$ cat config.mk
export PLATFORM = sky130hd
export DESIGN_NAME = mult_seq_ctrl
export DESIGN_NICKNAME = d
export VERILOG_FILES = /design/src/rtl/mult_seq_ctrl.sv
export SDC_FILE = /design/constraint.sdc
export NUM_CORES = 1
export LEC_CHECK = 0
export CORE_AREA = 3 3 40 42
export CTS_BUF_LIST = sky130_fd_sc_hd__clkbuf_2
export DETAILED_ROUTE_END_ITERATION = 8
export DIE_AREA = 0 0 43 45
export PLACE_DENSITY = 0.79
export SLEW_MARGIN = 20
export SYNTH_ARGS = -nofsm -noshare
export SYNTH_HDL_FRONTEND = slang
export SYNTH_SLANG_ARGS = --single-unit
$ cat constraint.sdc
create_clock -name Clk -period 1.5 [get_ports Clk]
set_input_delay 0.3 -clock Clk [delete_from_list [all_inputs] [get_ports Clk]]
set_output_delay 0.3 -clock Clk [all_outputs]
set_load 0.1 [all_outputs]
$ cat src/rtl/mult_seq_ctrl.sv
// Control FSM for a WIDTH-bit sequential add-shift multiplier driving an external A/B/X datapath.
// Signed mode subtracts on the final multiplier bit; unsigned mode adds on every set bit.
module mult_seq_ctrl #(
    parameter int unsigned WIDTH = 8,
    parameter int unsigned CW    = $clog2(WIDTH + 1)
) (
    input  logic          Clk,
    input  logic          Reset,
    input  logic          Run,
    input  logic          Load_B,
    input  logic          Signed_Mode,
    input  logic          M,
    output logic          Clr_A,
    output logic          Ld_B,
    output logic          Shift,
    output logic          Add,
    output logic          Sub,
    output logic          Busy,
    output logic          Done,
    output logic [CW-1:0] Count
);

    typedef enum logic [2:0] {
        StLoad,
        StCheck,
        StAdd,
        StSub,
        StShift,
        StDone
    } state_e;

    localparam logic [CW-1:0] CountMax = CW'(WIDTH);
    localparam logic [CW-1:0] LastIter = CW'(WIDTH - 1);

    state_e        state_q;
    logic [CW-1:0] count_q;
    logic          signed_q;

    always_ff @(posedge Clk) begin
        if (Reset) begin
            state_q  <= StLoad;
            count_q  <= '0;
            signed_q <= 1'b0;
        end else begin
            case (state_q)
                StLoad: begin
                    if (Run) begin
                        state_q  <= StCheck;
                        count_q  <= '0;
                        signed_q <= Signed_Mode;
                    end
                end
                StCheck: begin
                    // Only the sign bit of the multiplier carries negative weight.
                    if (count_q == CountMax) begin
                        state_q <= StDone;
                    end else if (M && signed_q && (count_q == LastIter)) begin
                        state_q <= StSub;
                    end else if (M) begin
                        state_q <= StAdd;
                    end else begin
                        state_q <= StShift;
                    end
                end
                StAdd, StSub: begin
                    state_q <= StShift;
                end
                StShift: begin
                    count_q <= count_q + CW'(1);
                    state_q <= StCheck;
                end
                StDone: begin
                    if (!Run) begin
                        state_q <= StLoad;
                    end
                end
                default: begin
                    state_q <= StLoad;
                end
            endcase
        end
    end

    always_comb begin
        Clr_A = 1'b0;
        Ld_B  = 1'b0;
        Shift = 1'b0;
        Add   = 1'b0;
        Sub   = 1'b0;
        Busy  = 1'b0;
        Done  = 1'b0;
        Count = count_q;
        if (Reset) begin
            // Hold the datapath cleared and suppress every strobe for the whole reset.
            Clr_A = 1'b1;
            Count = '0;
        end else begin
            case (state_q)
                StLoad: begin
                    Clr_A = Run;
                    Ld_B  = Load_B & ~Run;
                end
                StCheck: begin
                    Busy = 1'b1;
                end
                StAdd: begin
                    Busy = 1'b1;
                    Add  = 1'b1;
                end
                StSub: begin
                    Busy = 1'b1;
                    Sub  = 1'b1;
                end
                StShift: begin
                    Busy  = 1'b1;
                    Shift = 1'b1;
                end
                StDone: begin
                    Done = 1'b1;
                end
                default: begin
                end
            endcase
        end
    end

endmodule
======== Word-level counts from Yosys, hierarchy flattened ========
Index checks and enable logic that the tools add are counted.
storage, ports and cells
  register bits after elaboration ......... 8
  input bits .............................. 6
  logic and storage cells ................. 47
cells by class
  add/sub/neg operators ................... 1
  equal/unequal tests ..................... 9
  mux-type cells .......................... 23
  bitwise operators ....................... 2
  reductions and logical operators ........ 9
operator list
  kind                 number
  $mux 3               5
  $pmux 3 s5           1
  $mux 1               14
  $mux 4               2
  $pmux 4 s2           1
  $eq 3x2->1 const B   2
  $eq 3x3->1 const B   2
  $reduce_and 2->1     3
  $add 4x1->4 const B  1
  $eq 4x3->1 const B   1
  $eq 4x4->1 const B   1
  $ne 2x2->1 const B   2
  $reduce_or 4->1      1
  $eq 3x1->1 const B   1
  $logic_not 3->1      1
  $logic_and 1x1->1    2
  $reduce_bool 2->1    1
  $reduce_or 2->1      1
  $and 1x1->1          1
  $not 1->1            1

======== Depth between registers and ports, before layout ========
  depth after elaboration ................. 5
  mapped depth ............................ 5
  mapped depth without buffers ............ 5

======== Worst setup path after synthesis ========
Ideal clock, no wire load.
  path kind ............................... input -> output
  start ................................... input port Reset
  end ..................................... output port Ld_B
  arrival time ............................ 3.596 ns
  required time ........................... 1.200 ns
  path slack .............................. -2.396 ns
  cell stages on the path ................. 3
  path buffers ............................ 2
  cell sequence ........................... clkbuf_1 clkbuf_1 nor4_1
on the way
  cells in the longest elaborated chain, start to end .. 1
ends and longest elaborated chain
  what                RTL line  text
  start: declaration  8         input logic Reset,
  $mux 1              93        if (Reset) begin
  end: declaration    14        output logic Ld_B,
Every way passes these cells.

======== Final worst setup path ========
  start ................................... register state_q[2]
  end ..................................... output port Clr_A
on the way
  cells in the longest elaborated chain, start to end .. 3
ends and longest elaborated chain
  what                      RTL line  text
  start: declaration        35        state_e state_q;
  start signal: assignment  41        state_q <= StLoad;
  start signal: assignment  48        state_q <= StCheck;
  start signal: assignment  56        state_q <= StDone;
  $logic_not 3->1           98        case (state_q)
  $mux 1                    98
  $mux 1                    93
  end: declaration          13        output logic Clr_A,
Every way passes these cells.

==> results.cfg <==
[critical_path]
crit_chain = buf_6, nor4b_4, or2_4, buf_12
worstSetupStartpointType = flip-flop
cpLargestDelayFamily = simple AND/OR/NAND/NOR gates
worstPathRequired_ps = 1200
cp_slowest_cell = dfxtp_4
r2r_cells = 4
reg2reg_slack_ps = 50
crit_arrival_ps = 1340
worst_r2r_startpoint = state_q[1]
worstPathMaxFanout = 3
path_class = flip-flop to output port
critPathBufInv = 2
endpoint_kind = output port
worstReg2RegEnd = count_q[3]
max_stage_delay_ps = 360

[sta]
fin_worst_skew_ps = 1.64
setup_viol = 7
tightestPinTransition_ps = 317
rsz0062_at_grt = true
tns_ps = -514
fin_crit_ps = 1640
max_freq_mhz = 609
report.final.slew_viol_count = 0
fin_hold_ws_ps = 507
setup_ws_ps = -141
slew_headroom_pct = 78.6
final.period_utilization_pct = 109
finalHoldViolCount = 0

[clock_tree]
path_clk_slew_ps = 70
cts_hold_buf = 0
clk_path_buf_depth = 2
clock-root-buffer = clkbuf_2
numCtsBuffers = 3
clock_latency_ps = 230
cts_tree = built
htreeDepth = 1
cts.sinks = 8

[outcome]
status = complete, but fails checks
violations = negative setup slack

[detailed_routing]
ant_nets = 0
drc = 0
via_count = 713
dr_wl_met2_um = 1190
routedWlPerCell_um = 19.1
wirelength_um = 2320
initialDrtViolationCount = 21
met3_length_um = 136
drt_pass1_iterations = 4
wl_met1_um = 891
viasPerCell = 5.89
top_layer = met4

[run]
drv_cap = 0

[placed_design]
place_hpwl_um = 1140
io_buffers = 16
gp_congestion = 0.761
dpl-instance-area_um2 = 992

[power_and_ir_drop]
pwr_density_cell_nw_per_um2 = 624
p_leak_uw = 0.000478
ir_drop_uv = 512

[hold_path]
hold_path.class = input pin to flip-flop
worstHoldStart = Reset
hold_depth = 3
hold_end = state_q[1]

[synthesis]
ys_warn_count = 0
synth_fp_nets = 79
ys_seq_elements = 8
synth.avg_cell_area_um2 = 7.58
yosysSeqAreaShare_pct = 29.8
synth_cell_type_count = 28
synth_area_um2 = 538
syn_inst = 71

[finish]
drive_above_1_share_pct = 57.5
stdcell_area_um2 = 1180
nFillCells = 47
nets = 116
syn_to_final_growth_pct = 120
antenna_cells = 0

[floorplanning]
die_w_um = 43
die_h_um = 45
start_util_pct = 41.9
core_um2 = 1280
num_rows = 13
fp.dieArea_um2 = 1940
ios = 17

[global_routing]
grt_pass1_wl_um = 2930
grt_pass1_vias = 666
grtUsageTotal_pct = 19.9
grt_start_max_net_pins = 13
grt_remaining_overflow = 0
antenna_found_initial = 0
[layout make-up]
cell class / instances / area (um2) / share of cell area, %
flip-flops and latches: 8 / 171 / 14.5
well taps: 15 / 18.8 / 1.58
inverters: 2 / 7.51 / 0.634
multi-input cells: 56 / 508 / 42.9
repair buffers: 37 / 464 / 39.2
clock buffers: 3 / 15.0 / 1.27
[cells by family after synthesis]
family	Yosys count	synth area share, %
XOR/XNOR	1	1.63
multiplexers	1	1.86
AO/OA/AOI/OAI	12	12.3
buffers and inverters	7	6.51
adder cells (fa/ha/maj)	2	4.65
flip-flops	8	29.8
AND/OR/NAND/NOR	40	43.3
[synthesized netlist by cell type]
cell	n	area (um2)
nor2_1	9	33.8
dfxtp_1	8	160
a21oi_1	5	25.0
nand2b_1	5	31.3
o21ai_0	5	25.0
nand3_1	4	20.0
clkbuf_1	3	11.3
nand2_1	3	11.3
nor2b_1	3	18.8
nor4_1	3	18.8
ha_1	2	25.0
inv_1	2	7.51
nand3b_1	2	15.0
nor4b_1	2	17.5
or2_2	2	12.5
a211oi_1	1	7.51
and3b_1	1	8.76
and4b_1	1	10.0
buf_6	1	11.3
clkbuf_2	1	5.00
mux2i_1	1	10.0
nand4b_1	1	8.76
nor3_1	1	5.00
o2bb2ai_1	1	8.76
or2_1	1	6.26
or2b_1	1	7.51
or4_1	1	7.51
xnor2_1	1	8.76
[layer usage]
metal | global-route usage, % | up-vias
li1 | - | 327
met1 | 23.5 | 332
met2 | 35.3 | 42
met3 | 4.78 | 12
met4 | 7.23 | 0
met5 | 0 | -
[stage by stage]
step                total power [uW]  worst slack, ps  cells  util (%)
floorplan                        422             -433     71         -
global placement                 517             -292    109      77.2
detailed placement               520             -280    109      77.2
CTS                              703             -143    117      88.0
global route                     774             -178    121      92.2
finish                           740             -141    121      92.2
[flip-flops by register name, indices dropped and copies added (netlist names)]
register,count
state_q,3
count_q,4
signed_q,1
[how the worst max path moves through the flow]
stage                          start  endpoint  slack (ps)  depth (start not counted)
after floorplan           state_q[2]      Ld_B        -430                          2
after global placement           Run     Clr_A        -290                          4
after detailed placement         Run     Clr_A        -280                          4
after CTS                 state_q[0]      Ld_B        -140                          3
after global routing      state_q[2]     Clr_A        -180                          4
final                     state_q[2]     Clr_A        -140                          4
[where the power goes]
| group | internal [uW] | total (uW) | switching (uW) | leakage (uW) |
|---|---|---|---|---|
| sequential | 222 | 238 | 15.9 | 0.0000672 |
| clock | 54.6 | 125 | 70.2 | 0.0000125 |
| combinational | 175 | 377 | 202 | 0.000399 |
| total | 452 | 740 | 288 | 0.000478 |
[worst min-delay path, delay by kind of cell]
kind	cells	cell delay [ps]
buffers and inverters	2	330
and+or+nand+nor	1	70
[repair_timing]
| action | CTS | global route |
|---|---|---|
| pin swaps | 4 | 7 |
| buffers inserted | 5 | 3 |
| setup endpoints to repair | 11 | 8 |
| resized for setup | 21 | 10 |
| gates cloned | 0 | 1 |
[layout by cell type, fill, tap and decap left out, types with 2 or more instances in the layout]
cell / netlist / final
a21oi_1: 5 / 5
buf_12: 0 / 12
buf_4: 0 / 11
buf_6: 1 / 8
clkbuf_2: 1 / 4
clkdlybuf4s50_1: 0 / 2
dfxtp_1: 8 / 5
dfxtp_4: 0 / 3
ha_1: 2 / 2
inv_1: 2 / 2
nand2_1: 3 / 2
nand2b_1: 5 / 3
nand2b_4: 0 / 2
nand3_1: 4 / 3
nand3b_1: 2 / 2
nor2_1: 9 / 2
nor2_4: 0 / 7
nor2b_4: 0 / 2
nor4_1: 3 / 2
o21ai_0: 5 / 5
or2_4: 0 / 3
Note: power is estimated with default switching activity, not from simulation.
